**src/rtl/hazard_ctrl_pkg.sv**
```systemverilog
// Shared widths and FSM encoding for the pipeline hazard controller.
package hazard_ctrl_pkg;

  localparam int XLEN       = 32;
  localparam int REG_ADDR_W = 5;

  typedef enum logic [1:0] {
    HC_RUN           = 2'd0,
    HC_DMEM_HOLD     = 2'd1,
    HC_REDIRECT_WAIT = 2'd2
  } hc_state_e;

endpackage

```
**src/rtl/sat_counter.sv**
```systemverilog
// Up-counter that sticks at all-ones; asynchronous active-low clear.
module sat_counter #(
  parameter int W = 32
) (
  input  logic         clk_i,
  input  logic         rst_ni,
  input  logic         inc_i,
  output logic [W-1:0] count_o
);

  logic [W-1:0] count_q;
  logic [W-1:0] count_d;

  always_comb begin
    count_d = count_q;
    if (inc_i && (count_q != {W{1'b1}})) begin
      count_d = count_q + {{(W-1){1'b0}}, 1'b1};
    end
  end

  always_ff @(posedge clk_i or negedge rst_ni) begin
    if (!rst_ni) begin
      count_q <= '0;
    end else begin
      count_q <= count_d;
    end
  end

  assign count_o = count_q;

endmodule

```
**src/rtl/hazard_ctrl.sv**
```systemverilog
// Sequencing controller for the 5-stage pipeline: PC / IF-ID / ID-EX enables
// and flushes, plus saturating stall and redirect counters.
module hazard_ctrl
  import hazard_ctrl_pkg::*;
#(
  parameter int XLEN_P       = XLEN,
  parameter int REG_ADDR_W_P = REG_ADDR_W
) (
  input  logic                    clock,
  input  logic                    reset,
  input  logic [REG_ADDR_W_P-1:0] id_rs1,
  input  logic [REG_ADDR_W_P-1:0] id_rs2,
  input  logic                    id_use_rs1,
  input  logic                    id_use_rs2,
  input  logic [REG_ADDR_W_P-1:0] idex_rd,
  input  logic                    idex_mem_read,
  input  logic                    ex_redirect,
  input  logic                    imem_ready,
  input  logic                    dmem_busy,
  output logic                    pc_enable,
  output logic                    if_id_enable,
  output logic                    if_id_flush,
  output logic                    id_ex_flush,
  output logic                    stall_active,
  output logic [XLEN_P-1:0]       stall_count,
  output logic [XLEN_P-1:0]       flush_count,
  output hc_state_e               state_dbg
);

  // Valid/ready note: this block has no handshakes of its own; imem_ready and
  // dmem_busy are level qualifiers sampled every cycle, never acknowledged.

  hc_state_e state_q, state_d;

  logic load_use;
  logic pc_en_raw, if_id_en_raw, if_id_flush_raw, id_ex_flush_raw;
  logic redirect_take;

  assign load_use = idex_mem_read && (idex_rd != '0) &&
                    ((id_use_rs1 && (id_rs1 == idex_rd)) ||
                     (id_use_rs2 && (id_rs2 == idex_rd)));

  always_ff @(posedge clock or negedge reset) begin
    if (!reset) begin
      state_q <= HC_RUN;
    end else begin
      state_q <= state_d;
    end
  end

  // A redirect is deferred while the back end is frozen, so it is re-seen on release.
  always_comb begin
    state_d = HC_RUN;
    if (dmem_busy) begin
      state_d = HC_DMEM_HOLD;
    end else if (ex_redirect && !imem_ready) begin
      state_d = HC_REDIRECT_WAIT;
    end else if ((state_q == HC_REDIRECT_WAIT) && !imem_ready) begin
      state_d = HC_REDIRECT_WAIT;
    end
  end

  always_comb begin
    pc_en_raw       = 1'b0;
    if_id_en_raw    = 1'b0;
    if_id_flush_raw = 1'b0;
    id_ex_flush_raw = 1'b0;
    redirect_take   = 1'b0;
    if (dmem_busy) begin
      if_id_flush_raw = (state_q == HC_REDIRECT_WAIT);
    end else if (ex_redirect) begin
      pc_en_raw       = 1'b1;
      if_id_en_raw    = 1'b1;
      if_id_flush_raw = 1'b1;
      id_ex_flush_raw = 1'b1;
      redirect_take   = 1'b1;
    end else if ((state_q == HC_REDIRECT_WAIT) && !imem_ready) begin
      if_id_en_raw    = 1'b1;
      if_id_flush_raw = 1'b1;
    end else if (load_use) begin
      id_ex_flush_raw = 1'b1;
    end else if (!imem_ready) begin
      if_id_en_raw    = 1'b1;
      if_id_flush_raw = 1'b1;
    end else begin
      pc_en_raw       = 1'b1;
      if_id_en_raw    = 1'b1;
    end
  end

  assign pc_enable    = reset && pc_en_raw;
  assign if_id_enable = reset && if_id_en_raw;
  assign if_id_flush  = reset && if_id_flush_raw;
  assign id_ex_flush  = reset && id_ex_flush_raw;
  assign stall_active = reset && !pc_en_raw;
  assign state_dbg    = state_q;

  sat_counter #(.W(XLEN_P)) u_stall_cnt (
    .clk_i   (clock),
    .rst_ni  (reset),
    .inc_i   (stall_active),
    .count_o (stall_count)
  );

  sat_counter #(.W(XLEN_P)) u_flush_cnt (
    .clk_i   (clock),
    .rst_ni  (reset),
    .inc_i   (reset && redirect_take),
    .count_o (flush_count)
  );

endmodule

```
**config.mk**
```make
export PLATFORM = sky130hd
export DESIGN_NAME = hazard_ctrl
export DESIGN_NICKNAME = d
export VERILOG_FILES = /design/src/rtl/hazard_ctrl_pkg.sv /design/src/rtl/sat_counter.sv /design/src/rtl/hazard_ctrl.sv
export SDC_FILE = /design/constraint.sdc
export NUM_CORES = 1
export LEC_CHECK = 0
export CAP_MARGIN = 20
export CORE_ASPECT_RATIO = 1.5
export CORE_MARGIN = 2
export CORE_UTILIZATION = 54
export CTS_BUF_LIST = sky130_fd_sc_hd__clkbuf_2
export CTS_CLUSTER_DIAMETER = 60
export DETAILED_ROUTE_END_ITERATION = 6
export HOLD_SLACK_MARGIN = 0.02
export PLACE_DENSITY = 0.85
export SYNTH_ARGS = -nofsm -noshare
export SYNTH_HDL_FRONTEND = slang
export SYNTH_HIERARCHICAL = 1
export SYNTH_SLANG_ARGS = --single-unit
```
**constraint.sdc**
```tcl
create_clock -name clock -period 4.13 [get_ports clock]
set_input_delay 0.826 -clock clock [delete_from_list [all_inputs] [get_ports clock]]
set_output_delay 0.826 -clock clock [all_outputs]
set_load 0.01 [all_outputs]
```
==> flow_metrics.py, run 1 <==
metrics = {
    "global_routing": {
        "grt_pass1_vias": 3124,
        "grt_use_total": 0.2576,
        "gr-total-overflow": 0,
        "antenna_found_initial": 0,
        "grt_max_degree": 51,
        "grt_pass1_wl_um": 14990,
    },
    "floorplanning": {
        "start_util": 0.5550,
        "die_area_um2": 7300,
        "coreArea_um2": 6441,
        "die_h_um": 103.6,
        "num_rows": 36,
        "die_w_um": 70.43,
        "boundaryPins": 94,
    },
    "setup_path": {
        "required_ns": 3.30,
        "path_delay_family": "buffers and inverters",
        "crit_type": "in2out",
        "cp_num_buf_inv": 2,
        "crit_slowest_cell": "or4_4",
        "cp_max_fo": 5,
        "path_cells": "clkdlybuf4s50_1, or4_4, o21ai_4, nor3b_1, a221o_1, clkdlybuf4s50_1",
        "start_kind": "input pin",
        "crit_path_end_kind": "output port",
        "crit_path_max_incr_delay_ns": 0.57,
        "critPathArrivalTime_ns": 2.96,
        "r2r_slack_ns": 1.62,
        "critPathMostFrequentCell": "clkdlybuf4s50_1",
    },
    "cts": {
        "cts-root-buf": "clkbuf_2",
        "clkTransAtPathRegs_ns": 0.18,
        "cts_setup_buffers": 0,
        "ctsHoldBuffers": 0,
        "clock_latency_ns": 0.52,
        "cts_max_level": 3,
        "clkSinkCount": 66,
        "cts_resized": 0,
        "cts_buffers": 9,
        "cts_tree": "done",
        "cts.path.max_buffers": 2,
    },
    "synthesis": {
        "synth_area_leaders": "dfrtp_1, xnor2_1, nand4_1",
        "synth_edf_count": 0,
        "netlist_instances": 345,
        "yosysUniqueCellTypes": 40,
        "ys_seq_elements": 66,
        "synth_seq_area_share": 0.4620,
        "yosysTopAreaCell": "dfrtp_1",
        "avgSynthCellArea_um2": 10.36,
        "async_flop_share": 1.000,
        "yosysWarnings": 6,
        "ys.flop_type": "dfrtp_1",
        "synth_top_area_share": 0.4620,
        "syn_nets": 370,
        "synth_area_um2": 3575,
    },
    "sta": {
        "hold_viol_final": 0,
        "maxSlewHeadroom": 0.5369,
        "slew_violations": 0,
        "setup_viol": 0,
        "finalCriticalPeriod_ns": 3.790,
        "max_freq_mhz": 263.8,
        "setup_tns_ns": 0,
        "rsz0062_at_grt": "no",
        "clock-skew-final_ns": 0.02317,
        "post-route-period-util": 0.9177,
        "tightest_slew_ns": 0.6883,
        "layout_setup_ws_ns": 0.3399,
    },
    "place": {
        "place.gp.congestion": 0.8622,
        "port_buffers": 93,
        "place_ws_ns": 0.3446,
        "placed_area_um2": 4576,
        "hpwl_um": 6716,
    },
    "drt": {
        "viasPerCell": 6.034,
        "dr.pass1.iters": 5,
        "wl_per_cell_um": 17.22,
        "ant_nets": 0,
        "wl_um": 9074,
        "drc": 0,
        "drt_iter0_drc": 238,
        "vias": 3180,
    },
    "cells_and_area": {
        "regArea_um2": 1652,
        "multi_input_area_um2": 1881,
        "antenna_cells": 0,
        "area_growth_pct": 30.87,
        "fill_cells": 512,
        "fin_nets": 471,
        "layout-drive-gt1-share": 0.09091,
        "stdcell_area_um2": 4678,
    },
    "power": {
        "p_leak_nw": 1.851,
        "power_density_nw_per_um2": 314.8,
        "finalPower_w": 0.001473,
        "peakVddDrop_mv": 0.2498,
    },
    "status": {
        "status": "completed",
    },
    "run": {
        "cap_violations": 0,
    },
    "worst_hold_path": {
        "hold_class": "in2async",
    },
}
## synth_stat cells, types with 4 or more instances
library cell	count
xor2_1	10
nor4_1	6
nand3_1	30
a21oi_1	7
nor3_1	10
o211ai_1	4
dfrtp_1	66
and4_1	8
nor3_2	4
nor2_1	22
and3_1	4
nand2_1	35
or4_4	5
nand4_1	32
xnor2_1	58
nor2b_1	4
## cell families after synthesis
| logic type | synth area share |
|---|---|
| AOI/OAI and AO/OA | 0.04830 |
| adders and majority gates | 0.006999 |
| DFF | 0.4620 |
| buffers and inverters | 0.01190 |
| xor gates and xnor gates | 0.1666 |
| and+or+nand+nor | 0.2916 |
| muxes | 0.01260 |
## through the flow
step             util  hold WS, ns  cells
4_1_cts        0.7263       0.1959    527
5_1_grt        0.7263       0.2139    527
2_1_floorplan       -       0.5250    345
3_3_place_gp   0.7104       0.4814    511
6_report       0.7263       0.2223    527
3_5_place_dp   0.7104       0.4896    511
## registers in the layout, summed over array words and instances (netlist names)
register and count:
state_dbg 2, u_flush_cnt/count_o 32, u_stall_cnt/count_o 32
## worst register-to-register path, cell delays in order, from the launching register on
cell	delay, ns
dfrtp_1	0.47
nand3_2	0.19
nor4_1	0.67
nand4_1	0.65
nand3_1	0.33
xnor2_1	0.14
## placed cells by master, fill, tap and decap left out, drive strengths merged, types with 3 or more instances in the layout
cell            n
and3            4
nor4           10
nand2          37
or4             5
nor2           22
nand3          32
dfrtp          66
mux2            4
xor2           10
clkinv          3
nor2b           4
and4            8
buf             3
xnor2          58
a21oi           7
nor3           14
o211ai          4
nand4          34
clkbuf         12
clkdlybuf4s50  92
## per-layer routing
layer | vias up | track usage | wire (um)
met5 | - | 0 | 0
met2 | 127 | 0.4663 | 4930
li1 | 1459 | - | -
met1 | 1572 | 0.2823 | 3421
met4 | 0 | 0.09890 | 263
met3 | 22 | 0.06518 | 459
## final timing paths
check	start	to	cells past startpoint
min	reset	u_flush_cnt/count_o[10]	1
min in group clock	u_flush_cnt/count_o[31]	u_flush_cnt/count_o[31]	1
max	idex_rd[1]	stall_active	6
min reg2reg	u_flush_cnt/count_o[31]	u_flush_cnt/count_o[31]	1
max reg2reg	u_flush_cnt/count_o[4]	u_flush_cnt/count_o[5]	5
max in group asynchronous	reset	u_stall_cnt/count_o[1]	2
## layout make-up
cell class	instances	share of cell area
inverters	2	0.001605
clock buffers	12	0.01284
well taps	76	0.02033
flip-flops and latches	66	0.3530
multi-input cells	272	0.4020
clock inverters	4	0.009093
repair buffers	95	0.2011
## power by group
| group | internal [W] | total, W | switching (W) |
|---|---|---|---|
| Sequential | 0.000699 | 0.000779 | 0.0000804 |
| Combinational | 0.000178 | 0.000324 | 0.000146 |
| Clock | 0.000143 | 0.000370 | 0.000227 |
| Total | 0.00102 | 0.00147 | 0.000453 |
No activity file was read; power rests on OpenSTA's default activity.
==> run 2, diff against run 1 <==
Settings changed: CTS_CLUSTER_DIAMETER 60 to 120, CTS_CLUSTER_SIZE set to 30.
==> results of run 2 <==
The final DEF is identical to that of run 1; final timing and power are the same.
==> run 3, diff against run 2 <==
--- a/constraint.sdc
+++ b/constraint.sdc
@@ -3,2 +3,2 @@
 set_output_delay 0.826 -clock clock [all_outputs]
-set_load 0.01 [all_outputs]
+set_load 0.02 [all_outputs]
==> flow_metrics.py, run 3 (same netlist as run 1, synthesis figures left out) <==
metrics = {
    "cells_and_area": {
        "final_cell_mix": "clkdlybuf4s50_1, dfrtp_1, xnor2_1, nand2_1, nand4_1",
        "regArea_um2": 1652,
        "instances_no_fill": 527,
        "fill_cells": 494,
        "final_common_cell": "clkdlybuf4s50_1",
        "layout-drive-gt1-share": 0.09313,
        "area_growth_pct": 31.19,
        "antenna_cells": 0,
        "multi_input_area_um2": 1881,
        "final_util": 0.7281,
        "fin_nets": 471,
    },
    "setup_path": {
        "crit_type": "in2out",
        "cp-startpoint": "idex_rd[1]",
        "critPathArrivalTime_ns": 3.02,
        "r2r_start": "u_stall_cnt/count_o[4]",
        "required_ns": 3.30,
        "crit_path_end_kind": "output port",
        "cp_max_fo": 5,
        "start_kind": "input pin",
    },
    "place": {
        "place_ws_ns": 0.2827,
        "place.gp.congestion": 0.9014,
        "dp_cells": 511,
        "port_buffers": 93,
        "hpwl_um": 6679,
    },
    "sta": {
        "post-route-period-util": 0.9323,
        "hold_viol_final": 0,
        "clock-skew-final_ns": 0.02849,
        "setup_tns_ns": 0,
        "tightest_slew_ns": 0.7005,
        "setup_viol": 0,
        "maxSlewHeadroom": 0.5330,
        "rsz0062_at_grt": "no",
        "finalCriticalPeriod_ns": 3.850,
        "slew_violations": 0,
        "layout_setup_ws_ns": 0.2797,
        "max_freq_mhz": 259.7,
    },
    "floorplanning": {
        "coreArea_um2": 6441,
        "die_area_um2": 7300,
        "start_util": 0.5550,
        "num_rows": 36,
        "die_w_um": 70.43,
        "die_h_um": 103.6,
        "boundaryPins": 94,
    },
    "global_routing": {
        "grt_pass1_wl_um": 14570,
        "antenna_found_initial": 0,
        "grt_pass1_vias": 3053,
        "grt_max_degree": 58,
        "gr-total-overflow": 0,
        "grt_use_total": 0.2504,
    },
    "cts": {
        "ctsHoldBuffers": 0,
        "cts-root-buf": "clkbuf_2",
        "clock_latency_ns": 0.52,
        "clkTransAtPathRegs_ns": 0.18,
        "cts_resized": 0,
        "cts_max_level": 3,
        "cts_setup_buffers": 0,
        "cts_tree": "done",
        "clkSinkCount": 66,
        "cts.path.max_buffers": 2,
        "cts_buffers": 9,
    },
    "power": {
        "p_leak_nw": 1.849,
        "power_density_nw_per_um2": 327.3,
        "peakVddDrop_mv": 0.3342,
        "finalPower_w": 0.001535,
    },
    "drt": {
        "wl_um": 8944,
        "dr.pass1.iters": 5,
        "viasPerCell": 5.924,
        "wl_per_cell_um": 16.97,
        "vias": 3122,
        "drc": 0,
        "ant_nets": 0,
        "drt_iter0_drc": 282,
    },
    "status": {
        "status": "completed",
    },
    "worst_hold_path": {
        "hold_class": "in2async",
    },
    "run": {
        "cap_violations": 0,
    },
}
-- run 3: report_power, final --
| group | internal, W | total (W) | switching (W) |
|---|---|---|---|
| Clock | 0.000139 | 0.000388 | 0.000249 |
| Sequential | 0.000699 | 0.000780 | 0.0000810 |
| Combinational | 0.000178 | 0.000367 | 0.000189 |
| Total | 0.00102 | 0.00153 | 0.000519 |
-- run 3: critical path, stage by stage --
cell,delay (ns)
clkdlybuf4s50_1,0.47
or4_4,0.57
o21ai_4,0.19
nor3b_1,0.07
a221o_1,0.35
clkdlybuf4s50_1,0.54
-- run 3: per-layer routing --
metal | GRT usage | wire length [um]
met5 | 0 | 0
met4 | 0.1154 | 272
met3 | 0.04767 | 503
met2 | 0.4434 | 4797
met1 | 0.2852 | 3370
-- run 3: cell type report --
class	count	area share
multi-input combinational	272	0.4010
sequential	66	0.3522
inverter	2	0.001601
tap	76	0.02028
clock buffer	9	0.009605
timing repair buffer	95	0.2006
clock inverter	7	0.01467
-- run 3: path summary, 6_finish.rpt --
check,slack [ns],cells past startpoint,end
min,0.18,1,u_flush_cnt/count_o[2]
max in group asynchronous,2.96,2,u_flush_cnt/count_o[17]
min in group clock,0.53,1,u_stall_cnt/count_o[31]
min reg2reg,0.53,1,u_stall_cnt/count_o[31]
max,0.28,6,stall_active
max reg2reg,1.71,5,u_stall_cnt/count_o[3]
-- run 3: stage by stage --
| step | area (um2) | hold WS [ns] |
|---|---|---|
| final | 4690 | 0.1753 |
| after floorplan | 3575 | 0.5304 |
| after CTS | 4690 | 0.1747 |
| after detailed placement | 4576 | 0.5005 |
| after global routing | 4690 | 0.1840 |
| after global placement | 4576 | 0.4827 |
